### src/rtl/mips_pkg.sv
// Shared types and constants for the MIPS pipeline interlock logic.
package mips_pkg;

  localparam int unsigned REG_W   = 5;
  localparam int unsigned STATE_W = 2;
  localparam int unsigned FWD_W   = 2;

  localparam logic [REG_W-1:0] REG_ZERO = 5'd0;

  typedef enum logic [STATE_W-1:0] {
    RUN   = 2'd0,
    STALL = 2'd1,
    FLUSH = 2'd2
  } hz_state_e;

  typedef enum logic [FWD_W-1:0] {
    FWD_NONE = 2'b00,
    FWD_MEM  = 2'b01,
    FWD_EX   = 2'b10
  } fwd_sel_e;

  // In-flight producer as seen from decode: destination and write enable.
  typedef struct packed {
    logic [REG_W-1:0] rd;
    logic             reg_write;
  } producer_t;

  // Forward source for one operand: a non-load EX result beats a MEM result.
  function automatic fwd_sel_e fwd_sel(input logic ex_hit, input logic ex_load,
                                       input logic mem_hit);
    if (ex_hit && !ex_load) return FWD_EX;
    if (mem_hit)            return FWD_MEM;
    return FWD_NONE;
  endfunction

endpackage

### src/rtl/hazard_ctrl_if.sv
// Decode-side interlock bus between the pipeline datapath and hazard_ctrl.
// The fwd_a/fwd_b selects exist only when HAZ_FWD_EN is defined.
interface hazard_ctrl_if #(
  parameter int unsigned CNT_W = 16
);
  import mips_pkg::*;

  logic [REG_W-1:0]   id_rs;
  logic [REG_W-1:0]   id_rt;
  logic               id_uses_rs;
  logic               id_uses_rt;
  logic [REG_W-1:0]   ex_rd;
  logic               ex_reg_write;
  logic               ex_mem_read;
  logic [REG_W-1:0]   mem_rd;
  logic               mem_reg_write;
  logic               br_taken;
  logic               cnt_clr;
  logic               pc_we;
  logic               if_id_we;
  logic               id_ex_bubble;
  logic               if_id_flush;
  logic               ex_mem_flush;
  logic [STATE_W-1:0] state;
  logic [CNT_W-1:0]   stall_cnt;
  logic [CNT_W-1:0]   flush_cnt;
`ifdef HAZ_FWD_EN
  logic [FWD_W-1:0]   fwd_a;
  logic [FWD_W-1:0]   fwd_b;
`endif

  modport master (
    output id_rs, id_rt, id_uses_rs, id_uses_rt, ex_rd, ex_reg_write, ex_mem_read,
    output mem_rd, mem_reg_write, br_taken, cnt_clr,
`ifdef HAZ_FWD_EN
    input  fwd_a, fwd_b,
`endif
    input  pc_we, if_id_we, id_ex_bubble, if_id_flush, ex_mem_flush,
    input  state, stall_cnt, flush_cnt
  );

  modport slave (
    input  id_rs, id_rt, id_uses_rs, id_uses_rt, ex_rd, ex_reg_write, ex_mem_read,
    input  mem_rd, mem_reg_write, br_taken, cnt_clr,
`ifdef HAZ_FWD_EN
    output fwd_a, fwd_b,
`endif
    output pc_we, if_id_we, id_ex_bubble, if_id_flush, ex_mem_flush,
    output state, stall_cnt, flush_cnt
  );

endinterface

### src/rtl/hazard_cmp.sv
// Matches one decode source operand against the EX and MEM producers.
module hazard_cmp
  import mips_pkg::*;
(
  input  logic             uses_i,
  input  logic [REG_W-1:0] src_i,
  input  producer_t        ex_i,
  input  producer_t        mem_i,
  output logic             ex_hit_c_o,
  output logic             mem_hit_c_o
);

  logic src_live;

  // r0 is hardwired, so reading it never depends on a producer.
  assign src_live    = uses_i & (src_i != REG_ZERO);
  assign ex_hit_c_o  = src_live & ex_i.reg_write  & (src_i == ex_i.rd);
  assign mem_hit_c_o = src_live & mem_i.reg_write & (src_i == mem_i.rd);

endmodule

### src/rtl/hazard_ctrl.sv
// Pipeline interlock controller: RAW stall, branch flush, event counters.
// HAZ_FWD_EN: when defined, only load-use in EX stalls and fwd_a/fwd_b
// forward selects are driven; otherwise EX and MEM matches both interlock.
module hazard_ctrl
  import mips_pkg::*;
#(
  parameter int unsigned CNT_W = 16
) (
  input  logic         clk,
  input  logic         rst,
  hazard_ctrl_if.slave hz
);

  localparam logic [CNT_W-1:0] CNT_MAX = '1;

  hz_state_e        state_q, state_d;
  logic             id_valid_q, id_valid_d;
  logic [CNT_W-1:0] stall_cnt_q, stall_cnt_d;
  logic [CNT_W-1:0] flush_cnt_q, flush_cnt_d;

  producer_t ex_prod, mem_prod;
  logic      rs_ex_hit, rs_mem_hit, rt_ex_hit, rt_mem_hit;
  logic      haz;
  logic      pc_we_c, if_id_we_c, bubble_c, if_id_flush_c, ex_mem_flush_c;

  assign ex_prod.rd         = hz.ex_rd;
  assign ex_prod.reg_write  = hz.ex_reg_write;
  assign mem_prod.rd        = hz.mem_rd;
  assign mem_prod.reg_write = hz.mem_reg_write;

  hazard_cmp u_cmp_rs (
    .uses_i      (hz.id_uses_rs),
    .src_i       (hz.id_rs),
    .ex_i        (ex_prod),
    .mem_i       (mem_prod),
    .ex_hit_c_o  (rs_ex_hit),
    .mem_hit_c_o (rs_mem_hit)
  );

  hazard_cmp u_cmp_rt (
    .uses_i      (hz.id_uses_rt),
    .src_i       (hz.id_rt),
    .ex_i        (ex_prod),
    .mem_i       (mem_prod),
    .ex_hit_c_o  (rt_ex_hit),
    .mem_hit_c_o (rt_mem_hit)
  );

`ifdef HAZ_FWD_EN
  // With bypassing, only a load still in EX cannot be satisfied in time.
  assign haz = id_valid_q & hz.ex_mem_read & (rs_ex_hit | rt_ex_hit);

  logic fwd_off;
  assign fwd_off  = rst | ~id_valid_q | hz.br_taken;
  assign hz.fwd_a = fwd_off ? FWD_NONE : fwd_sel(rs_ex_hit, hz.ex_mem_read, rs_mem_hit);
  assign hz.fwd_b = fwd_off ? FWD_NONE : fwd_sel(rt_ex_hit, hz.ex_mem_read, rt_mem_hit);
`else
  // Without bypassing, any EX or MEM producer of a source blocks decode.
  assign haz = id_valid_q & (rs_ex_hit | rs_mem_hit | rt_ex_hit | rt_mem_hit);

  logic unused_ex_mem_read;
  assign unused_ex_mem_read = hz.ex_mem_read;
`endif

  // Pipeline controls: reset holds everything flushed, flush beats stall.
  always_comb begin
    pc_we_c        = 1'b1;
    if_id_we_c     = 1'b1;
    bubble_c       = 1'b0;
    if_id_flush_c  = 1'b0;
    ex_mem_flush_c = 1'b0;
    if (rst) begin
      pc_we_c        = 1'b0;
      if_id_we_c     = 1'b0;
      bubble_c       = 1'b1;
      if_id_flush_c  = 1'b1;
      ex_mem_flush_c = 1'b1;
    end else if (hz.br_taken) begin
      bubble_c       = 1'b1;
      if_id_flush_c  = 1'b1;
      ex_mem_flush_c = 1'b1;
    end else if (haz) begin
      pc_we_c    = 1'b0;
      if_id_we_c = 1'b0;
      bubble_c   = 1'b1;
    end
  end

  // Next-state: FSM, decode-valid tracking and saturating counters.
  always_comb begin
    state_d     = state_q;
    id_valid_d  = id_valid_q;
    stall_cnt_d = stall_cnt_q;
    flush_cnt_d = flush_cnt_q;

    if (hz.br_taken) begin
      state_d = FLUSH;
    end else begin
      case (state_q)
        RUN:     if (haz)  state_d = STALL;
        STALL:   if (!haz) state_d = RUN;
        FLUSH:   state_d = RUN;
        default: state_d = RUN;
      endcase
    end

    if (hz.br_taken)     id_valid_d = 1'b0;
    else if (if_id_we_c) id_valid_d = 1'b1;

    if (hz.cnt_clr) begin
      stall_cnt_d = '0;
      flush_cnt_d = '0;
    end else begin
      if (!pc_we_c && stall_cnt_q != CNT_MAX) stall_cnt_d = stall_cnt_q + CNT_W'(1);
      if (hz.br_taken && flush_cnt_q != CNT_MAX) flush_cnt_d = flush_cnt_q + CNT_W'(1);
    end
  end

  // State registers with asynchronous reset.
  always_ff @(posedge clk or posedge rst) begin
    if (rst) begin
      state_q     <= RUN;
      id_valid_q  <= 1'b0;
      stall_cnt_q <= '0;
      flush_cnt_q <= '0;
    end else begin
      state_q     <= state_d;
      id_valid_q  <= id_valid_d;
      stall_cnt_q <= stall_cnt_d;
      flush_cnt_q <= flush_cnt_d;
    end
  end

  assign hz.pc_we        = pc_we_c;
  assign hz.if_id_we     = if_id_we_c;
  assign hz.id_ex_bubble = bubble_c;
  assign hz.if_id_flush  = if_id_flush_c;
  assign hz.ex_mem_flush = ex_mem_flush_c;
  assign hz.state        = state_q;
  assign hz.stall_cnt    = stall_cnt_q;
  assign hz.flush_cnt    = flush_cnt_q;

endmodule
### src/flat_wrapper.sv
// flat-port wrapper written by rule: the top's interface ports become plain ports
module hazard_ctrl_flat import mips_pkg::*;
#(
  parameter int unsigned CNT_W = 16
)
  (clk, rst, hz_id_rs, hz_id_rt, hz_id_uses_rs, hz_id_uses_rt, hz_ex_rd, hz_ex_reg_write, hz_ex_mem_read, hz_mem_rd, hz_mem_reg_write, hz_br_taken, hz_cnt_clr, hz_pc_we, hz_if_id_we, hz_id_ex_bubble, hz_if_id_flush, hz_ex_mem_flush, hz_state, hz_stall_cnt, hz_flush_cnt);
  hazard_ctrl_if #(.CNT_W(CNT_W)) hz_i ();
  input  logic clk;
  input  logic rst;
  input wire logic [$bits(hz_i.id_rs)-1:0] hz_id_rs;
  input wire logic [$bits(hz_i.id_rt)-1:0] hz_id_rt;
  input wire logic [$bits(hz_i.id_uses_rs)-1:0] hz_id_uses_rs;
  input wire logic [$bits(hz_i.id_uses_rt)-1:0] hz_id_uses_rt;
  input wire logic [$bits(hz_i.ex_rd)-1:0] hz_ex_rd;
  input wire logic [$bits(hz_i.ex_reg_write)-1:0] hz_ex_reg_write;
  input wire logic [$bits(hz_i.ex_mem_read)-1:0] hz_ex_mem_read;
  input wire logic [$bits(hz_i.mem_rd)-1:0] hz_mem_rd;
  input wire logic [$bits(hz_i.mem_reg_write)-1:0] hz_mem_reg_write;
  input wire logic [$bits(hz_i.br_taken)-1:0] hz_br_taken;
  input wire logic [$bits(hz_i.cnt_clr)-1:0] hz_cnt_clr;
  output wire logic [$bits(hz_i.pc_we)-1:0] hz_pc_we;
  output wire logic [$bits(hz_i.if_id_we)-1:0] hz_if_id_we;
  output wire logic [$bits(hz_i.id_ex_bubble)-1:0] hz_id_ex_bubble;
  output wire logic [$bits(hz_i.if_id_flush)-1:0] hz_if_id_flush;
  output wire logic [$bits(hz_i.ex_mem_flush)-1:0] hz_ex_mem_flush;
  output wire logic [$bits(hz_i.state)-1:0] hz_state;
  output wire logic [$bits(hz_i.stall_cnt)-1:0] hz_stall_cnt;
  output wire logic [$bits(hz_i.flush_cnt)-1:0] hz_flush_cnt;
  assign hz_i.id_rs = hz_id_rs;
  assign hz_i.id_rt = hz_id_rt;
  assign hz_i.id_uses_rs = hz_id_uses_rs;
  assign hz_i.id_uses_rt = hz_id_uses_rt;
  assign hz_i.ex_rd = hz_ex_rd;
  assign hz_i.ex_reg_write = hz_ex_reg_write;
  assign hz_i.ex_mem_read = hz_ex_mem_read;
  assign hz_i.mem_rd = hz_mem_rd;
  assign hz_i.mem_reg_write = hz_mem_reg_write;
  assign hz_i.br_taken = hz_br_taken;
  assign hz_i.cnt_clr = hz_cnt_clr;
  assign hz_pc_we = hz_i.pc_we;
  assign hz_if_id_we = hz_i.if_id_we;
  assign hz_id_ex_bubble = hz_i.id_ex_bubble;
  assign hz_if_id_flush = hz_i.if_id_flush;
  assign hz_ex_mem_flush = hz_i.ex_mem_flush;
  assign hz_state = hz_i.state;
  assign hz_stall_cnt = hz_i.stall_cnt;
  assign hz_flush_cnt = hz_i.flush_cnt;
  hazard_ctrl #(.CNT_W(CNT_W)) u_core (.clk(clk), .rst(rst), .hz(hz_i));
endmodule
### config.mk
export PLATFORM = sky130hd
export DESIGN_NAME = hazard_ctrl_flat
export DESIGN_NICKNAME = d
export VERILOG_FILES = /design/src/rtl/mips_pkg.sv /design/src/rtl/hazard_ctrl_if.sv /design/src/rtl/hazard_cmp.sv /design/src/rtl/hazard_ctrl.sv /design/src/flat_wrapper.sv
export SDC_FILE = /design/constraint.sdc
export NUM_CORES = 1
export LEC_CHECK = 0
export CAP_MARGIN = 20
export CELL_PAD_IN_SITES_DETAIL_PLACEMENT = 1
export CELL_PAD_IN_SITES_GLOBAL_PLACEMENT = 1
export CORE_MARGIN = 2
export CORE_UTILIZATION = 34
export CTS_CLUSTER_DIAMETER = 30
export DETAILED_ROUTE_END_ITERATION = 10
export GPL_TIMING_DRIVEN = 0
export PLACE_DENSITY_LB_ADDON = 0.1
export SETUP_SLACK_MARGIN = 0.5
export SLEW_MARGIN = 20
export SYNTH_ARGS = -nofsm -noshare
export SYNTH_HDL_FRONTEND = slang
export SYNTH_SLANG_ARGS = --single-unit
### constraint.sdc
create_clock -name clk -period 3.3 [get_ports clk]
set_input_delay 0.495 -clock clk [delete_from_list [all_inputs] [get_ports clk]]
set_output_delay 0.495 -clock clk [all_outputs]
set_load 0.005 [all_outputs]
After elaboration in Yosys (flattened, before gate mapping)

Index checks and enable logic that the tools add are counted.

Register bits after elaboration: 35
Bits in latches: 0
RAM bits: 0
ROM bits: 0
Input bits: 29
Output and inout bits: 39
Logic and storage cells: 57
Memories: 0

Add/sub/neg operators: 2
$mul: 0
Div/mod/pow operators: 0
Order comparisons: 0
Equal/unequal tests: 9
Shift-type cells: 0
Mux-type cells: 18
Bitwise logic cells: 14
Reductions and logical operators: 10

Operators with widths:

| cell                                                   | count |
|---|---|
| two-way mux 16 bit                                     | 4 |
| adder 16 x 1 -> 16 bit (second input constant)         | 2 |
| inequality test 16 bit (second input constant)         | 2 |
| equality test 5 bit                                    | 4 |
| AND 1 bit                                              | 11 |
| two-way mux 1 bit                                      | 10 |
| nonzero test 5 bit                                     | 2 |
| two-way mux 2 bit                                      | 3 |
| nonzero test 2 bit                                     | 3 |
| one-hot mux 2 bit (2 select lines)                     | 1 |
| inequality test 3 x 2 -> 1 bit (second input constant) | 1 |
| inequality test 3 bit (second input constant)          | 1 |
| bitwise OR 1 bit                                       | 3 |
| equality test 2 x 1 -> 1 bit (second input constant)   | 1 |
| logical AND 1 bit                                      | 2 |
| logical NOT 2 bit                                      | 1 |
| AND reduction 2 bit                                    | 1 |
| logical NOT 1 bit                                      | 1 |

Depth between registers and ports, before layout

Depth in word-level cells: 15
Mapped depth: 11
Gate-level depth less buffers: 8

Cells and area by module

A second synthesis with hierarchy kept.

Cells, all modules: 263
Area total of the unflattened synthesis: 2,394.8 µm²

By module, submodules not included:

| module      | instances | cells each | area each (µm²) | seq. area each (µm²) |
|---|---|---|---|---|
| hazard_ctrl | 1         | 227        | 2,127.0         | 875.8 |
| hazard_cmp  | 2         | 18         | 133.9           | 0.0 |

Least setup slack after synthesis

Ideal clock, no wire load.

Kind: reg-to-reg
Start point: register u_core.stall_cnt_q[0], in the netlist u_core.hz.stall_cnt[0]
End point: register u_core.stall_cnt_q[11], in the netlist u_core.hz.stall_cnt[11]
Library setup time: 0.125 ns
Arrival: 2.341 ns
Data required time: 3.175 ns
Path slack: 0.834 ns
Cell stages (with the launch flop): 10
Path buffers: 1
Period minus slack after synthesis: 2.466 ns
Cells stage by stage: dfrtp_1 ha_1 nand3_2 or3_1 nor3_1 or4_1 and2_4 buf_6 nor4_1 mux2_2

Longest elaborated chain between the ends: 3
Elaborated cells on any way between the ends: 6
Those cells by class: add/sub: 1; eq/ne: 1; mux: 2; reduce/logical: 2

Ends and longest elaborated chain:

| item                                                             | RTL line           | RTL |
|---|---|---|
| start: declaration                                               | hazard_ctrl.sv:18  | `logic [CNT_W-1:0] stall_cnt_q, stall_cnt_d;` |
| start signal: assignment                                         | hazard_ctrl.sv:129 | `stall_cnt_q <= stall_cnt_d;` |
| adder 16 x 1 -> 16 bit or inequality test 16 bit (tied branches) | hazard_ctrl.sv:114 | `if (!pc_we_c && stall_cnt_q != CNT_MAX) stall_cnt_d = stall_cnt_q + CNT_W'(1);` |
| two-way mux 16 bit or logical AND 1 bit (tied branches)          | hazard_ctrl.sv:114 |  |
| two-way mux 16 bit or nonzero test 2 bit (tied branches)         | --                 |  |

Parallel ways exist; a longest one is shown, timed or not. The select of a mux whose other input is x is not followed.
A chain may end at the register's enable or synchronous reset.

Worst setup path after layout

Start point: input port hz_mem_rd[4]
End point: output port hz_pc_we

Longest elaborated chain between the ends: 9
Elaborated cells on any way between the ends: 11
Those cells by class: eq/ne: 2; mux: 3; bitwise: 6

Ends and longest elaborated chain:

| item                          | RTL line           | RTL |
|---|---|---|
| start: declaration            | flat_wrapper.sv:17 | `input wire logic [$bits(hz_i.mem_rd)-1:0] hz_mem_rd;` |
| equality test 5 bit           | hazard_cmp.sv:18   | `assign mem_hit_c_o = src_live & mem_i.reg_write & (src_i == mem_i.rd);` |
| AND 1 bit                     | hazard_cmp.sv:18   |  |
| bitwise OR 1 bit (2 in a row) | hazard_ctrl.sv:59  | `assign haz = id_valid_q & (rs_ex_hit \| rs_mem_hit \| rt_ex_hit \| rt_mem_hit);` |
| bitwise OR 1 bit *            | hazard_ctrl.sv:59  |  |
| AND 1 bit *                   | hazard_ctrl.sv:59  |  |
| two-way mux 1 bit *           | hazard_ctrl.sv:82  | `end else if (haz) begin` |
| two-way mux 1 bit *           | hazard_ctrl.sv:78  | `end else if (hz.br_taken) begin` |
| two-way mux 1 bit *           | hazard_ctrl.sv:72  | `if (rst) begin` |
| end: declaration              | flat_wrapper.sv:21 | `output wire logic [$bits(hz_i.pc_we)-1:0] hz_pc_we;` |

Mark *: on every way between the ends. The rest lies on a longest branch, timed or not.

==> flow_metrics.py <==
metrics = {
    "clocking": {
        "numCtsBuffers": 5,
        "cts-root-to-sink-buffers": 2,
        "clk_pin_slew_ns": 0.08,
        "insertion_delay_ns": 0.30,
        "tritoncts_clock_tree": "done",
        "cts.root.buffer_cell": "clkbuf_8",
        "cts-htree-levels": 2,
        "numClockSinks": 35,
    },
    "grt": {
        "grt_overflow": 0,
        "global_route_wire_length_before_repair_mm": 9.76,
        "grt_antenna_before_repair": 0,
        "largest_net_degree_at_the_start_of_global_routing": 26,
        "gr-usage-all-layers": 0.186,
        "vias_in_the_first_global_route": 2024,
    },
    "timing": {
        "post-route-period-util": 0.826,
        "setup_slack_ns": 0.574,
        "finalMaxSlewViolations": 0,
        "finalHoldViolations": 0,
        "timing_worst_slew_pin_value_ns": 0.539,
        "fmax_ghz": 0.367,
        "report.final.setup_viol": 0,
        "maxSlewHeadroom": 0.641,
        "fin_crit_ns": 2.73,
        "final.setup_skew_ns": 0.00357,
        "rsz_0062_raised_after_global_routing": "no",
    },
    "place": {
        "dpl_cell_area_mm2": 0.00286,
        "dp_wirelength_mm": 4.38,
        "dp_slack_ns": -0.153,
        "dp.cells": 367,
        "port_buffer_count": 65,
        "globalplace.congestion": 0.725,
    },
    "detailed_routing": {
        "detail-route-antenna-nets": 0,
        "post_drt_wl_per_cell_um": 15.9,
        "routed-via-count": 1970,
        "route.detailed.vias_per_inst": 5.20,
        "routed_wirelength_mm": 6.01,
        "drcViolationCount": 0,
        "detailedRoute.firstIterationViolations": 70,
        "first_pass_iters": 4,
    },
    "floorplan": {
        "initial_core_util": 0.352,
        "top_level_ports": 68,
        "core_region_area_mm2": 0.00596,
        "die-width_um": 82.5,
        "y_dimension_of_the_die_um": 82.5,
        "floorplan.die_area_mm2": 0.00681,
        "fp-row-count": 28,
    },
    "logic_synthesis": {
        "netlist_area_mm2": 0.00210,
        "syn_area_per_cell_um2": 9.28,
        "yosysSeqAreaShare": 0.418,
        "yosys_most_used_dff": "dfrtp_1",
        "syn-instance-count": 226,
        "asyncSetResetFlopFracSynth": 1.00,
        "syn_nets": 257,
        "synthesis.yosys.warnings": 0,
        "synth_edf_count": 0,
        "yosys_register_bits": 35,
        "distinct_cell_type_count_of_the_synthesized_netlist": 41,
    },
    "setup_path": {
        "largest_driver_fanout_on_the_critical_path": 2,
        "worstPathArrival_ns": 2.23,
        "type_of_the_setup_path_with_the_least_slack": "in -> out",
        "cp.required_ns": 2.80,
        "crit_path_start": "hz_mem_rd[4]",
        "regToRegStartpoint": "u_core.hz.stall_cnt[0]",
        "critPathLaunchType": "input pin",
        "endpoint_kind": "output pin",
    },
    "flow_run": {
        "drv_cap": 0,
    },
    "layout": {
        "antennaDiodeCount": 0,
        "drive_gt1_frac": 0.164,
        "layout.cell_area.non_filler_mm2": 0.00310,
        "post_layout_nonfiller_instances": 379,
        "commonest_non_fill_non_tap_cell_in_the_layout": "clkdlybuf4s50_1",
        "num-nets-final": 334,
        "layout_common_cells": "clkdlybuf4s50_1 (42), dfrtp_1 (33), nor2_1 (24)",
        "area_growth_from_synthesis_to_layout_pct": 47.9,
    },
    "worst_hold_path": {
        "min-delay-path-class": "reg -> reg",
        "worstHoldStart": "u_core.hz.state[1]",
    },
    "outcome": {
        "status": "complete, no violations",
    },
    "power": {
        "power.ir.vdd_worst_v": 0.000283,
        "p_per_area_mw_per_mm2": 323,
        "power.static_leakage_uw": 0.00118,
    },
}
-- repair_timing --
| item | 4_1_cts | 5_1_grt |
|---|---|---|
| hold buffers | 0 | 0 |
| gates resized for setup | 46 | 16 |
| pin swaps | 16 | 5 |
| buffers inserted | 3 | 1 |
| setup endpoints to repair | 3 | 14 |
-- per-stage QoR --
stage	utilization	power [µW]	hold slack, ns	TNS, ns
5_1_grt	0.521	1040	0.441	0
2_1_floorplan	-	513	0.425	0
6_report	0.521	1000	0.431	0
3_5_place_dp	0.480	594	0.427	-0.220
3_3_place_gp	0.477	589	0.417	-0.344
4_1_cts	0.512	1010	0.435	0
-- flip-flops by register name, summed over array words and instances (netlist names) --
name / cells
u_core.hz.flush_cnt: 16
u_core.hz.stall_cnt: 16
u_core.hz.state: 2
u_core.id_valid_q: 1
-- path summary, 6_finish.rpt --
kind	endpoint	slack, ns	cells after the start
worst max-delay path	hz_pc_we	0.57	9
worst min-delay path	u_core.hz.state[0]	0.43	1
worst max register to register	u_core.hz.stall_cnt[11]	0.61	9
worst min register to register	u_core.hz.state[0]	0.43	1
max in group asynchronous	u_core.hz.stall_cnt[1]	2.27	3
min in group asynchronous	u_core.id_valid_q	0.59	2
-- power breakdown --
| part | switching, µW | internal [µW] |
|---|---|---|
| logic | 73.2 | 71.5 |
| registers | 9.63 | 435 |
| clock network | 182 | 229 |
-- layout make-up --
class	instances	area (µm²)
plain buffers	11	67.6
clock buffers	5	68.8
clock inverters	3	47.5
fillers	698	2860
inverters	4	15.0
multi-input cells	176	1250
flip-flops and latches	35	878
well taps	75	93.8
repair buffers	70	677
-- routing by layer --
layer	GRT usage	vias to the layer above	share of wire
li1	-	973	-
met1	0.249	954	0.48
met2	0.311	37	0.48
met3	0.0326	6	0.035
met4	0.0443	0	0.0095
met5	0	-	0
-- logic make-up (layout without fill, tap and decap cells) --
kind of cell    count (synthesis)  after routing  synth area share
compound gates                 43             43             0.127
xor+xnor                       33             33             0.138
fa+ha+maj                       2              2            0.0119
buf+inv                        15             93            0.0394
flops                          35             35             0.418
mux                             3              3            0.0149
simple gates                   95             95             0.251
-- synthesized netlist by cell type (3+ instances only) --
cell,n,share of area
and2_1,3,0.0090
inv_1,4,0.0072
dfrtp_1,35,0.42
o31ai_1,6,0.021
nor2_1,24,0.043
nand2_1,13,0.023
and4_1,4,0.017
xor2_1,21,0.088
nor4_1,4,0.012
nand3_1,10,0.024
nand4_1,8,0.024
or4_1,7,0.025
clkbuf_1,5,0.0090
xnor2_1,12,0.050
a21oi_1,16,0.038
buf_4,3,0.011
o21ai_0,12,0.029
or3_1,10,0.030
-- critical path, cell delays in order --
cell and delay [ns]:
dlygate4sd2_1 0.26, xor2_1 0.16, nor4_2 0.32, a32oi_2 0.17, o22ai_2 0.22, buf_4 0.14
a31oi_2 0.08, buf_4 0.14, dlygate4sd2_1 0.25
(Power assumes the default switching activity.)
